===== src/rtl/serial_uart_bridge.sv =====
`default_nettype none
// =============================================================================
// Module   : serial_uart_bridge
// Purpose  : CPU byte-port to UART 8N1 bridge with TX/RX FIFOs (first-word
//            fall-through). The RX path is built only when SERIAL_RX_EN is defined.
// Revision : 1.0 - initial release
// =============================================================================

module serial_uart_bridge_fifo #(
    parameter int DEPTH = 16
) (
    input  logic       clock,
    input  logic       reset,
    input  logic       push_i,
    input  logic [7:0] data_i,
    input  logic       pop_i,
    output logic [7:0] head_o,
    output logic       empty_o,
    output logic       full_o
);
    localparam int            AW       = $clog2(DEPTH);
    localparam logic [AW:0]   FULL_CNT = (AW+1)'(DEPTH);

    logic [7:0]    mem_q [DEPTH];
    logic [AW-1:0] wr_ptr_q, rd_ptr_q;
    logic [AW:0]   count_q;
    logic          push_w, pop_w;

    // Flags come from the registered count, so a push on a full FIFO is refused
    // even if a pop happens in the same cycle.
    assign empty_o = (count_q == '0);
    assign full_o  = (count_q == FULL_CNT);
    assign push_w  = push_i & ~full_o;
    assign pop_w   = pop_i & ~empty_o;
    assign head_o  = empty_o ? 8'h00 : mem_q[rd_ptr_q];

    always_ff @(posedge clock) begin
        if (push_w) mem_q[wr_ptr_q] <= data_i;
    end

    always_ff @(posedge clock or negedge reset) begin
        if (!reset) begin
            wr_ptr_q <= '0;
            rd_ptr_q <= '0;
            count_q  <= '0;
        end else begin
            if (push_w) wr_ptr_q <= wr_ptr_q + 1'b1;
            if (pop_w)  rd_ptr_q <= rd_ptr_q + 1'b1;
            count_q <= count_q + {{AW{1'b0}}, push_w} - {{AW{1'b0}}, pop_w};
        end
    end
endmodule

module serial_uart_bridge #(
    parameter int CLKS_PER_BIT = 434,
    parameter int FIFO_DEPTH   = 16
) (
    input  logic       clock,
    input  logic       reset,
    input  logic [7:0] serial_out,
    input  logic       serial_wren_out,
    input  logic       serial_rden_out,
    output logic [7:0] serial_in,
    output logic       serial_valid_in,
    output logic       serial_ready_in,
    input  logic       uart_rxd,
    output logic       uart_txd,
    output logic       rx_frame_err,
    output logic       rx_overrun
);
    localparam int            TW        = $clog2(CLKS_PER_BIT);
    localparam logic [TW-1:0] BIT_LAST  = TW'(CLKS_PER_BIT - 1);
    localparam logic [TW-1:0] HALF_LAST = TW'(CLKS_PER_BIT / 2 - 1);

    typedef enum logic [1:0] {ST_IDLE, ST_START, ST_DATA, ST_STOP} uart_state_t;

    uart_state_t   tx_state_q, tx_state_d;
    logic [TW-1:0] tx_timer_q, tx_timer_d;
    logic [2:0]    tx_bit_q, tx_bit_d;
    logic [7:0]    tx_shift_q, tx_shift_d;
    logic          txd_q, txd_d;
    logic          tx_pop_w, tx_empty_w, tx_full_w;
    logic [7:0]    tx_head_w;

    serial_uart_bridge_fifo #(.DEPTH(FIFO_DEPTH)) u_tx_fifo (
        .clock   (clock),
        .reset   (reset),
        .push_i  (serial_wren_out),
        .data_i  (serial_out),
        .pop_i   (tx_pop_w),
        .head_o  (tx_head_w),
        .empty_o (tx_empty_w),
        .full_o  (tx_full_w)
    );

    assign serial_ready_in = ~tx_full_w;
    assign uart_txd        = txd_q;

    always_comb begin
        tx_state_d = tx_state_q;
        tx_timer_d = tx_timer_q;
        tx_bit_d   = tx_bit_q;
        tx_shift_d = tx_shift_q;
        tx_pop_w   = 1'b0;
        case (tx_state_q)
            ST_IDLE: if (!tx_empty_w) begin
                tx_pop_w   = 1'b1;
                tx_shift_d = tx_head_w;
                tx_timer_d = '0;
                tx_state_d = ST_START;
            end
            ST_START: if (tx_timer_q == BIT_LAST) begin
                tx_timer_d = '0;
                tx_bit_d   = 3'd0;
                tx_state_d = ST_DATA;
            end else tx_timer_d = tx_timer_q + 1'b1;
            ST_DATA: if (tx_timer_q == BIT_LAST) begin
                tx_timer_d = '0;
                tx_shift_d = {1'b0, tx_shift_q[7:1]};
                if (tx_bit_q == 3'd7) tx_state_d = ST_STOP;
                else                  tx_bit_d   = tx_bit_q + 1'b1;
            end else tx_timer_d = tx_timer_q + 1'b1;
            ST_STOP: if (tx_timer_q == BIT_LAST) begin
                tx_timer_d = '0;
                tx_state_d = ST_IDLE;
            end else tx_timer_d = tx_timer_q + 1'b1;
            default: tx_state_d = ST_IDLE;
        endcase
    end

    // Line level follows the current state one cycle later (registered output).
    always_comb begin
        txd_d = 1'b1;
        if (tx_state_q == ST_START)     txd_d = 1'b0;
        else if (tx_state_q == ST_DATA) txd_d = tx_shift_q[0];
    end

    always_ff @(posedge clock or negedge reset) begin
        if (!reset) begin
            tx_state_q <= ST_IDLE;
            tx_timer_q <= '0;
            tx_bit_q   <= 3'd0;
            tx_shift_q <= 8'h00;
            txd_q      <= 1'b1;
        end else begin
            tx_state_q <= tx_state_d;
            tx_timer_q <= tx_timer_d;
            tx_bit_q   <= tx_bit_d;
            tx_shift_q <= tx_shift_d;
            txd_q      <= txd_d;
        end
    end

`ifdef SERIAL_RX_EN
    uart_state_t   rx_state_q, rx_state_d;
    logic [TW-1:0] rx_timer_q, rx_timer_d;
    logic [2:0]    rx_bit_q, rx_bit_d;
    logic [7:0]    rx_shift_q, rx_shift_d;
    logic          rx_sync1_q, rx_sync2_q, rx_prev_q;
    logic          frame_err_q, frame_err_d, overrun_q, overrun_d;
    logic          rx_push_w, rx_empty_w, rx_full_w;

    serial_uart_bridge_fifo #(.DEPTH(FIFO_DEPTH)) u_rx_fifo (
        .clock   (clock),
        .reset   (reset),
        .push_i  (rx_push_w),
        .data_i  (rx_shift_q),
        .pop_i   (serial_rden_out),
        .head_o  (serial_in),
        .empty_o (rx_empty_w),
        .full_o  (rx_full_w)
    );

    assign serial_valid_in = ~rx_empty_w;
    assign rx_frame_err    = frame_err_q;
    assign rx_overrun      = overrun_q;

    always_comb begin
        rx_state_d  = rx_state_q;
        rx_timer_d  = rx_timer_q;
        rx_bit_d    = rx_bit_q;
        rx_shift_d  = rx_shift_q;
        rx_push_w   = 1'b0;
        frame_err_d = 1'b0;
        overrun_d   = 1'b0;
        case (rx_state_q)
            // Edge-triggered start: a line stuck low never re-enters START.
            ST_IDLE: if (rx_prev_q && !rx_sync2_q) begin
                rx_timer_d = '0;
                rx_state_d = ST_START;
            end
            ST_START: if (rx_timer_q == HALF_LAST) begin
                rx_timer_d = '0;
                rx_bit_d   = 3'd0;
                rx_state_d = rx_sync2_q ? ST_IDLE : ST_DATA;
            end else rx_timer_d = rx_timer_q + 1'b1;
            ST_DATA: if (rx_timer_q == BIT_LAST) begin
                rx_timer_d = '0;
                rx_shift_d = {rx_sync2_q, rx_shift_q[7:1]};
                if (rx_bit_q == 3'd7) rx_state_d = ST_STOP;
                else                  rx_bit_d   = rx_bit_q + 1'b1;
            end else rx_timer_d = rx_timer_q + 1'b1;
            ST_STOP: if (rx_timer_q == BIT_LAST) begin
                rx_timer_d = '0;
                rx_state_d = ST_IDLE;
                if (!rx_sync2_q)    frame_err_d = 1'b1;
                else if (rx_full_w) overrun_d   = 1'b1;
                else                rx_push_w   = 1'b1;
            end else rx_timer_d = rx_timer_q + 1'b1;
            default: rx_state_d = ST_IDLE;
        endcase
    end

    always_ff @(posedge clock or negedge reset) begin
        if (!reset) begin
            rx_state_q  <= ST_IDLE;
            rx_timer_q  <= '0;
            rx_bit_q    <= 3'd0;
            rx_shift_q  <= 8'h00;
            rx_sync1_q  <= 1'b1;
            rx_sync2_q  <= 1'b1;
            rx_prev_q   <= 1'b1;
            frame_err_q <= 1'b0;
            overrun_q   <= 1'b0;
        end else begin
            rx_state_q  <= rx_state_d;
            rx_timer_q  <= rx_timer_d;
            rx_bit_q    <= rx_bit_d;
            rx_shift_q  <= rx_shift_d;
            rx_sync1_q  <= uart_rxd;
            rx_sync2_q  <= rx_sync1_q;
            rx_prev_q   <= rx_sync2_q;
            frame_err_q <= frame_err_d;
            overrun_q   <= overrun_d;
        end
    end
`else
    logic unused_rx;
    assign unused_rx       = ^{uart_rxd, serial_rden_out};
    assign serial_in       = 8'h00;
    assign serial_valid_in = 1'b0;
    assign rx_frame_err    = 1'b0;
    assign rx_overrun      = 1'b0;
`endif

endmodule

`default_nettype wire


===== config.mk =====
export PLATFORM = sky130hd
export DESIGN_NAME = serial_uart_bridge
export DESIGN_NICKNAME = d
export VERILOG_FILES = /design/src/rtl/serial_uart_bridge.sv
export SDC_FILE = /design/constraint.sdc
export NUM_CORES = 1
export LEC_CHECK = 0
export ABC_AREA = 1
export CORE_MARGIN = 3
export CORE_UTILIZATION = 25
export DETAILED_ROUTE_END_ITERATION = 6
export PLACE_DENSITY = 0.37
export SYNTH_ARGS = -nofsm -noshare
export SYNTH_HDL_FRONTEND = slang
export SYNTH_SLANG_ARGS = --single-unit

===== constraint.sdc =====
create_clock -name clock -period 2.7 [get_ports clock]
set_input_delay 0.27 -clock clock [delete_from_list [all_inputs] [get_ports clock]]
set_output_delay 0.27 -clock clock [all_outputs]
set_load 0.005 [all_outputs]

; Word-level counts from Yosys, hierarchy flattened
; Memory sizes are Yosys's and may differ from the RTL's.
; Index checks and enable logic that the tools add are counted.
[totals]
ff_bits = 36
ramBits = 128
input_bits = 13
output_inout_bits = 13
wordCells = 61
n_memories = 1
[op_classes]
addsub = 6
n_eq_ne = 12
n_mux = 22
bitwise = 4
n_reduce_logical = 8
[memory_table]
columns = memory, words, word_bits, rd, rd_clocked_by_memory_dff, write_ports, line_no
row1 = u_tx_fifo.mem_q, 16, 8, 1, 0, 1, 24  ; logic [7:0] mem_q [DEPTH];
[ops]
columns = cell, count
row1 = 9-bit 2-to-1 mux, 2
row2 = 9-bit one-hot mux with 2 select lines, 1
row3 = 8-bit 2-to-1 mux, 2
row4 = 8-bit one-hot mux with 2 select lines, 1
row5 = "2-bit inequality test, second input constant", 6
row6 = 2-bit 2-to-1 mux, 5
row7 = "9-bit by 1-bit adder with 9-bit output, second input constant", 1
row8 = "9-bit equality test, second input constant", 1
row9 = 3-bit 2-to-1 mux, 3
row10 = "4-bit by 1-bit adder with 4-bit output, second input constant", 2
row11 = 2-bit one-hot mux with 4 select lines, 1
row12 = 1-bit 2-to-1 mux, 6
row13 = 3-bit one-hot mux with 2 select lines, 1
row14 = 5-bit by 1-bit adder with 5-bit output, 1
row15 = "5-bit equality test, second input constant", 1
row16 = 5-bit zero test, 1
row17 = 5-bit AND reduction, 1
row18 = 5-bit by 1-bit subtractor with 5-bit output, 1
row19 = "2-bit equality test, second input constant", 2
row20 = 4-bit AND reduction, 1
row21 = 2-bit nonzero test, 2
row22 = "3-bit by 1-bit adder with 3-bit output, second input constant", 1
row23 = "3-bit equality test, second input constant", 1
row24 = 3-bit AND reduction, 1
row25 = other kinds (5), 7

; Logic depth before layout (Yosys ltp)
[logic_depth]
depth_word = 5
ltp_mapped = 14
depth_no_buf = 14

; Cells and area by module
; Synthesis repeated with hierarchy kept, for this count alone.
[unflattened]
cells_unflattened = 681
area_unflattened_um2 = 7407.1
[modules_own_cells]
columns = module, instances, cells_each, area_each_um2, seq_area_each_um2
row1 = serial_uart_bridge_fifo, 1, 520, 5979.5, 4169.0
row2 = serial_uart_bridge, 1, 161, 1427.6, 576.8

; Worst setup path after synthesis
; No wires, ideal clock.
[synth_timing]
path_type = register to register
start = reg u_tx_fifo.count_q[3]
end = reg u_tx_fifo.count_q[4]
setup_ns = 0.079
t_arrival_ns = 2.220
required_time_ns = 2.621
slack_ns = 0.400
stages_incl_launch_ff = 15
path_buffers = 0
period_less_slack_ns = 2.300
path_cell_list = dfrtp_1 -> inv_1 -> ha_1 -> nand2_1 -> nor2_2 -> nand2_1 -> nand2_1 -> inv_1 -> ha_1 -> inv_1 -> ha_1 -> inv_1 -> fa_1 -> o21ai_0 -> xor2_1
[synth_between]
elab_chain_cells = 5
word_cells_on_any_way = 10
cone_classes = 2 x add/sub / 1 x eq/ne / 2 x mux / 4 x bitwise / 1 x reduce/logical
[synth_lines]
columns = item, line_no
row1 = "start, declared", 26  ; logic [AW:0] count_q;
row2 = "start signal, assigned", 49  ; count_q <= count_q + {{AW{1'b0}}, push_w} - {{AW{1'b0}}, pop_w};
row3 = 5-bit zero test *, 31  ; assign empty_o = (count_q == '0);
row4 = 1-bit 2-to-1 mux, 106  ; ST_IDLE: if (!tx_empty_w) begin
row5 = 1-bit 2-to-1 mux, 105  ; case (tx_state_q)
row6 = 1-bit bitwise AND *, 34  ; assign pop_w = pop_i & ~empty_o;
row7 = net u_tx_fifo.pop_w, 27  ; logic push_w, pop_w;
row8 = 5-bit by 1-bit subtractor with 5-bit output *, 49
; The timed path passes the listed nets; every way through them passes the cells marked *.
; A chain may end at the register's enable or synchronous reset.

; Worst setup path after layout
; Ends and elaborated chain as after synthesis.

==> results.yml <==
status:
  status: "complete, no violations"
timing:
  finalSetupTns_ns: 0
  setup_violations: 0
  timing.fmax_mhz: 409
  drv_slew: 0
  max_slew_margin: 0.427
  hold_violations: 0
  rsz0062_at_grt: "no"
  fin_skew_ns: 0.0119
  period_minus_slack_ns: 2.45
  holdWs_ns: 0.480
  finalCritPeriodShare: 0.906
  setup_ws_ns: 0.254
  worst_pin_slew_ns: 0.856
grt:
  grt.total_usage: 0.121
  grt_max_degree: 70
  antenna_found_initial: 1
  grt_first_pass_wirelength_um: 28900
  grt_overflow_total: 0
  grt_pass1_vias: 5048
yosys:
  synthMuxAreaShare: 0
  synth_xor_area_frac: 0.0152
  synthSimpleGateAreaFrac: 0.214
  syn_avg_cell_area_um2: 10.1
  synth_warnings: 0
  synth_edf_count: 128
  synth_top_area_frac: 0.512
  synthAdderAreaFrac: 0.0360
  synthFlopType: "edfxtp_1"
  synth_top_family_by_area: "simple AND/OR/NAND/NOR gates"
  syn-cell-area_um2: 7510
  yosysMostFrequentCell: "nand2_1"
  synth_area_leaders: "edfxtp_1 (51%), dfrtp_1 (12%), nand2_1 (12%)"
  ys_seq_area_frac: 0.632
  yosys-top-cells-count: "nand2_1 (231), edfxtp_1 (128), nand3_1 (92)"
  synth_compound_gate_area_share: 0.0243
  syn_inst: 746
  synth_area_leader_cell: "edfxtp_1"
  ys_async_sr_fraction: 0.220
  ys_seq_elements: 164
  ys_types: 32
power_and_ir_drop:
  p_per_area_nw_per_um2: 740
  seq_power_share: 0.480
  clkPwrFrac: 0.395
  cellLeakagePower_nw: 3.69
  power_frac_comb: 0.125
  ir_worst_vdd_mv: 0.314
  switching_share: 0.262
  total_switching_power_mw: 1.69
  power.internal_mw: 4.77
routing:
  finalWirelength_um: 18400
  wl_met2_um: 8860
  drcViolationCount: 0
  drt_iter0_markers: 303
  firstDrtPassIters: 4
  vias: 4976
  top_layer_used: "met4"
  detail-route-antenna-nets: 0
  wl_met1_um: 8480
  wl_met3_um: 831
  drt-vias-per-instance: 4.25
  wl_per_cell_um: 15.7
critical_path:
  reg2regPathDepth: 14
  crit_type: "flip-flop to flip-flop"
  cp.required_ns: 3.06
  crit_fanout: 6
  timing.rr.end: "u_tx_fifo.count_q[4]"
  endpoint_kind: "flip-flop"
  r2r_slack_ns: 0.25
  arrival_ns: 2.80
  crit_path_start_kind: "flip-flop"
  r2r_start: "u_tx_fifo.count_q[3]"
clock_network:
  numCtsBuffers: 17
  worstSkewPairLatency_ns: 0.43
  cts_setup_buffers: 0
  htreeDepth: 4
  cts_num_sinks: 164
  cts.clk_slew.worst_paths_ns: 0.07
  cts_root_buffer: "clkbuf_16"
  clockBufferDepth: 2
  cts_tree: "built"
layout:
  area_growth_pct: 16.3
  nets: 807
  design_area_um2: 8730
  fin_cells: 1170
  antenna_cells: 0
  drive_above_1_share: 0.0878
floorplan:
  die_area_um2: 32100
  start_util: 0.257
  dieWidth_um: 179
  num_rows: 62
  core_area_um2: 29200
  die_h_um: 179
  io_pins: 26
place:
  dp.final_hpwl_um: 11800
  globalplace.congestion: 0.763
  place_ws_ns: 0.175
  io_buffers: 12
  placedCellCount: 1137
  place_area_um2: 8110
worst_hold_path:
  hold_path.class: "primary input to asynchronous set/reset pin"
flow_run:
  cap_violations: 0
## worst max-delay path: stages (launching register included)
cell,delay (ns)
dfrtp_1,0.39
inv_1,0.09
ha_1,0.14
nand2_1,0.06
nor2_2,0.13
nand2_1,0.07
nand2_1,0.09
inv_1,0.10
ha_1,0.30
inv_1,0.06
ha_1,0.16
inv_1,0.05
fa_1,0.40
o21ai_1,0.19
xor2_1,0.15
## worst max path at each step
stage,from,endpoint,slack (ns),depth (start not counted)
6_report,u_tx_fifo.count_q[3],u_tx_fifo.count_q[4],0.25,14
5_1_grt,u_tx_fifo.count_q[3],u_tx_fifo.count_q[4],0.05,14
4_1_cts,u_tx_fifo.count_q[3],u_tx_fifo.count_q[4],0.16,14
3_5_place_dp,u_tx_fifo.count_q[3],u_tx_fifo.count_q[4],0.17,14
3_3_place_gp,u_tx_fifo.count_q[3],u_tx_fifo.count_q[4],0.20,14
2_1_floorplan,u_tx_fifo.count_q[3],u_tx_fifo.count_q[4],0.40,14
## repair_timing
item,in CTS,in global routing
hold buffers,1,0
setup endpoints to repair,0,1
resized for setup,0,1
endpoints found under the hold margin,35,0
## power groups by stage
stage,combinational [mW],sequential (mW),clock [mW]
after detailed placement,0.824,3.16,0
after global placement,0.801,3.15,0
after floorplan,0.538,3.14,0
after CTS,0.831,3.10,2.64
after global routing,0.926,3.13,2.74
final,0.809,3.10,2.55
## state kept, by name, indices dropped and copies added, names as in the netlist
signal,flops
tx_timer_q,9
tx_bit_q,3
u_tx_fifo.wr_ptr_q,4
u_tx_fifo.count_q,5
uart_txd,1
tx_shift_q,8
u_tx_fifo.rd_ptr_q,4
u_tx_fifo.mem_q,128
tx_state_q,2
## final cells by class
cell class              count  area, um^2
well taps                 384         480
multi-input cells         460        2220
fillers                  3093       20400
inverters                  95         357
clock inverters            15         193
flip-flops and latches    164        4750
clock buffers              17         425
repair buffers             35         315
## per-layer routing
metal | up-vias | track usage
met2 | 81 | 0.201
met3 | 16 | 0.0254
li1 | 2462 | -
met5 | - | 0
met4 | 0 | 0.0361
met1 | 2417 | 0.160
## stage by stage
| step | utilization | power, mW |
|---|---|---|
| floorplan | - | 3.67 |
| global placement | 0.278 | 3.95 |
| detailed placement | 0.278 | 3.98 |
| CTS | 0.299 | 6.57 |
| global route | 0.299 | 6.79 |
| finish | 0.299 | 6.46 |
## kinds of logic (layout without fill, tap and decap cells)
kind of cell	count (synthesis)	in the layout
AND/OR/NAND/NOR	381	381
flip-flops	164	164
buffers and inverters	132	162
AO/OA/AOI/OAI	34	34
adder cells (fa/ha/maj)	21	21
XOR/XNOR	13	13
other	1	11
## placed cells by master (no fill, tap or decap), types with 3 or more instances in the layout
master and count:
a21oi_1 9, clkinv_1 3, bufinv_16 3, edfxtp_1 128
xor2_1 10, clkbuf_16 17, xnor2_1 3, dfrtp_1 34
nand2_1 231, clkdlybuf4s50_1 11, inv_1 90, nor3_1 4
nor2_1 42, o21ai_0 18, ha_1 20, nand3_1 92
nor2_2 3, buf_4 20, inv_2 3, conb_1 11
inv_6 5
(Power assumes the default switching activity.)
==> RTL edit 1: new RTL, same settings <==
Build with the macro `SERIAL_RX_EN` defined.
--- a/src/rtl/serial_uart_bridge.sv
+++ b/src/rtl/serial_uart_bridge.sv
@@ -5,6 +5,8 @@
 //            fall-through). The RX path is built only when SERIAL_RX_EN is defined.
 // Revision : 1.0 - initial release
 // =============================================================================
+
+`define SERIAL_RX_EN
 
 module serial_uart_bridge_fifo #(
     parameter int DEPTH = 16
Check against the original RTL: no difference found for any inputs over 10 cycles, from zero or initial values and one cycle with reset low; that may be too few to reach the edited logic, so the function may still have changed.
==> RTL edit 1 against the unedited design <==
Sequential power up 97%. The run now ends with negative setup slack left. Total power up 140%. Routed wire length up 100%. Sequential cell count is 168 higher. Area after synthesis increased by 95%. Global-route usage is 0.20 points higher. Die area up 91%. Cell area rose by 100%. Count of clock-buffer cells in the layout increased by 31. Critical endpoint is now serial_in[0]. Core utilization increased by 0.74 points. Setup slack worse by 0.29 ns. Fmax decreased by 11%. Synthesized cell count increased by 86%.
==> RTL edit 1: results (changes against the unedited design) <==
met2 routed WL = 17100 µm (+93%)
final setup vio count = 3 (+3)
peak supply drop = 0.397 mV (+26%)
share of layout cells above drive strength 1 = 11.2% (+2.5 points)
DR pass1 iterations = 5 (+1)
met3 usage = 2.23% (-0.32 points)
Seq/Total Area, Yosys = 65.7% (+2.5 points)
switching share of power = 32.0% (+5.8 points)
GP Congestion = 0.749 (-1.8%)
Power Combinational = 4170 µW (+420%)
largest net degree at the start of global routing = 63 (-10%)
Routed WL = 37300 µm (+100%)
antenna violations before repair = 1 (unchanged)
vias in the first global route = 9714 (+92%)
Clock transition at path regs = 0.06 ns
setup TNS = -0.0584 ns (-0.0584 ns)
Static Leak = 0.00706 µW (+91%)
Top Registers = u_rx_fifo.mem_q (128), u_tx_fifo.mem_q (128)
max incr delay on CP = 0.50 ns (+0.10 ns)
Place WS = 0.140 ns (-0.0347 ns)
slowest stage cell on the critical path = clkdlybuf4s50_1
placed insts = 2175 (+91%)
Arrival @ worst endpoint = 2.46 ns (-0.34 ns)
worst hold path class = in -> reg
crit-path max FO = 12 (+6)
post-DP HPWL = 22800 µm (+93%)
gr usage total = 12.3% (+0.20 points)
Synth Instances = 1386 (+86%)
cell family with most CP delay = buffers and inverters
Clk network pwr share = 33.1% (-6.4 points)
failing checks = negative setup slack
Unique masters post-synth = 38 (+19%)
slew margin rel. = 44.7% (+2.0 points)
DRT iter0 DRCs = 496 (+64%)
Placed Area = 16100 µm² (+98%)
met3 wire len = 1210 µm (+45%)
met1 usage = 17.0% (+1.0 points)
TritonCTS Buffers = 40 (+23)
post-route cell area = 17500 µm² (+100%)
EDFF count, synth = 256 (+100%)
grt met2 use = 19.8% (-0.25 points)
Clock Power = 5100 µW (+100%)
clock latency on the worst-skew pair = 0.55 ns (+0.12 ns)
Max clock buf depth = 3 (+1)
routed vias/inst = 4.22 (-0.74%)
first-pass GRT wire length = 58100 µm (+100%)
synth top area cells = edfxtp_1, dfrtp_1, nand2_1
commonest cells in the netlist = nand2_1, edfxtp_1, nand3_1, inv_1, nor2_1
nets@finish = 1516 (+88%)
clock skew = 0.0232 ns (+0.0112 ns)
PortBufs = 25 (+13)
Filler cells = 5885 (+90%)
fin worst setup slack = -0.0331 ns (-0.287 ns)
postcts setup bufs = 0 (unchanged)
total number of vias = 9507 (+91%)
warnings from Yosys = 0 (unchanged)
H-Tree Depth = 2 (-2)
DRT met1 WL = 18100 µm (+110%)
async set-reset flop share out of synthesis = 22.9% (+0.94 points)
status = complete, but fails checks
## RTL edit 1: cell types whose count changed in the layout (fill, tap and decap cells not counted), moves of 30 or more
| cell | change |
|---|---|
| buf_4 | +35 |
| inv_1 | +35 |
| edfxtp_1 | +128 |
| nand2_1 | +186 |
| dfrtp_1 | +36 |
| nor2_1 | +30 |
| nand3_1 | +93 |
## RTL edit 1: final timing paths
kind                            depth (start not counted)                  start  slack, ns               endpoint
worst max-delay path                                    8  u_rx_fifo.rd_ptr_q[0]      -0.03           serial_in[0]
worst max register to register                         12   u_rx_fifo.count_q[3]       0.19   u_rx_fifo.count_q[4]
worst min-delay path                                    1               uart_rxd       0.17             rx_sync1_q
max in group asynchronous                               3                  reset       1.70               uart_txd
worst min register to register                          0             rx_sync1_q       0.36             rx_sync2_q
min in group asynchronous                               2                  reset       0.26  u_rx_fifo.rd_ptr_q[2]
## RTL edit 1: final cells by class
type / instances / area share (%)
tap: 756 / 5.39
clock inverter: 24 / 1.01
inverter: 134 / 2.90
clock buffer: 48 / 5.94
sequential: 332 / 54.7
timing repair buffer: 90 / 5.05
antenna: 1 / 0.0143
multi-input combinational: 867 / 25.0
## RTL edit 1: cell families (layout without fill, tap and decap cells)
family                   Yosys count  after routing  share of synthesized area, %
XOR/XNOR                          28             28                          1.68
AO/OA/AOI/OAI                     82             82                          3.07
buffers and inverters            187            296                          5.04
other                              0              1                             0
flip-flops                       332            332                          65.7
AND/OR/NAND/NOR                  719            719                          21.2
adder cells (fa/ha/maj)           38             38                          3.36
## RTL edit 1: what timing repair did
action | in CTS | in global routing
pin swaps | 2 | 6
gates cloned | 1 | 2
endpoints found under the hold margin | 43 | 0
gates resized for setup | 20 | 21
setup endpoints to repair | 8 | 9
hold buffers | 1 | 0
==> RTL edit 2: new RTL, same flow settings <==
Made on the original files. Put one more register stage on the output `uart_txd`, without a reset. The value now appears one clock later. The other outputs are not delayed to match.
--- a/src/rtl/serial_uart_bridge.sv
+++ b/src/rtl/serial_uart_bridge.sv
@@ -94,7 +94,9 @@
     );
 
     assign serial_ready_in = ~tx_full_w;
-    assign uart_txd        = txd_q;
+    always_ff @(posedge clock) begin
+        uart_txd <= txd_q;
+    end
 
     always_comb begin
         tx_state_d = tx_state_q;
Behaviour: not the same (Yosys sat finds a counterexample within 4 cycles, from zero or initial values and one cycle with reset low).
==> RTL edit 2 against the unedited design <==
The flow now finishes with violations (negative hold slack). Cell area is 1.1% higher. Routed wire length is 3.8% higher. First-iteration DRC count is 12% lower. Sequential cell count is 1 higher. Die area is 1.0% higher. Total power is 2.7% higher. Area after synthesis is 1.1% higher. Count of clock-buffer cells in the layout stayed put. Setup slack better by 0.011 ns. Fmax is 0.43% higher. Critical path type unchanged. Critical endpoint unchanged. Largest cell class unchanged.
==> RTL edit 2: results (changes against the unedited design) <==
status = complete, but fails checks
failing checks = negative hold slack
DRT iter0 DRCs = 267 (-12%)
Fin. Hold Viols = 35 (+35)
NonClk Buf Share = 3.57% (-0.039 points)
Static Leak = 0.00376 µW (+1.9%)
async set-reset flop share out of synthesis = 21.8% (-0.13 points)
nets@finish = 815 (+0.99%)
commonest cells in the netlist = nand2_1, edfxtp_1, nand3_1, inv_1, nor2_1
slowest stage cell on the critical path = dfrtp_1
gr usage total = 12.1% (about the same)
slew margin rel. = 40.0% (-2.8 points)
largest net degree at the start of global routing = 37 (-47%)
GP Congestion = 0.711 (-6.8%)
Buffers, non-clock = 37 (+5.7%)
XOR/XNOR Fraction of Synth Area = 1.39% (-0.13 points)
antenna violations before repair = 0 (-1)
first-pass GRT wire length = 29700 µm (+2.8%)
synth top area cells = edfxtp_1, nand2_1, dfrtp_1
Synth Area in Adders = 3.56% (-0.038 points)
routed vias/inst = 4.08 (-4.2%)
Arrival @ worst endpoint = 2.78 ns (-0.02 ns)
worst hold margin = -0.0288 ns (-0.509 ns)
Unique masters post-synth = 34 (+6.3%)
Pint = 4890 µW (+2.5%)
post-DP HPWL = 11700 µm (-0.83%)
Filler cells = 3149 (+1.8%)
WL/cell = 16.1 µm (+2.6%)
==> RTL edit 2: cell types whose count changed after synthesis, sizes merged, moves of 2 or more <==
cell and delta:
o21ai +2, inv +3, nand2 +3, nor3 -2
nand4 +2, a21oi -5
==> RTL edit 2: power groups by stage <==
stage	logic, µW	registers (µW)	clock network (µW)
final	845	3120	2670
after global routing	990	3150	2860
after floorplan	547	3150	0
after global placement	853	3180	0
after detailed placement	855	3180	0
after CTS	859	3120	2750
==> RTL edit 2: routing by layer <==
metal / part of all wire, % / track usage, %
met1: 49 / 16.8
met2: 47 / 19.4
met3: 1.9 / 2.12
met4: 2.0 / 3.93
met5: 0 / 0
==> RTL edit 2: timing repair <==
item | in CTS | in global routing
setup endpoints to repair | 0 | 1
gates resized for setup | 0 | 3
hold buffers | 0 | 0
==> RTL edit 2: worst min-delay path by stage <==
| stage | startpoint | end | slack, ns |
|---|---|---|---|
| finish | reset | tx_bit_q[1] | -0.03 |
| global placement | txd_q | uart_txd | 0.39 |
| floorplan | reset | tx_bit_q[0] | -0.03 |
| CTS | reset | tx_bit_q[0] | 0.005 |
| global route | reset | tx_bit_q[0] | 0.04 |
| detailed placement | txd_q | uart_txd | 0.39 |
==> RTL edit 2: stage by stage <==
step | setup slack [ns] | area, µm² | util (%) | total power, µW | hold slack, ns
after floorplan | 0.381 | 7620 | - | 3700 | -0.0256
after global placement | 0.153 | 8180 | 27.4 | 4030 | 0.388
after detailed placement | 0.116 | 8180 | 27.4 | 4030 | 0.388
after CTS | 0.0923 | 8820 | 29.6 | 6740 | 0.00543
after global routing | 0.0186 | 8830 | 29.6 | 7000 | 0.0395
final | 0.265 | 8830 | 29.6 | 6640 | -0.0288
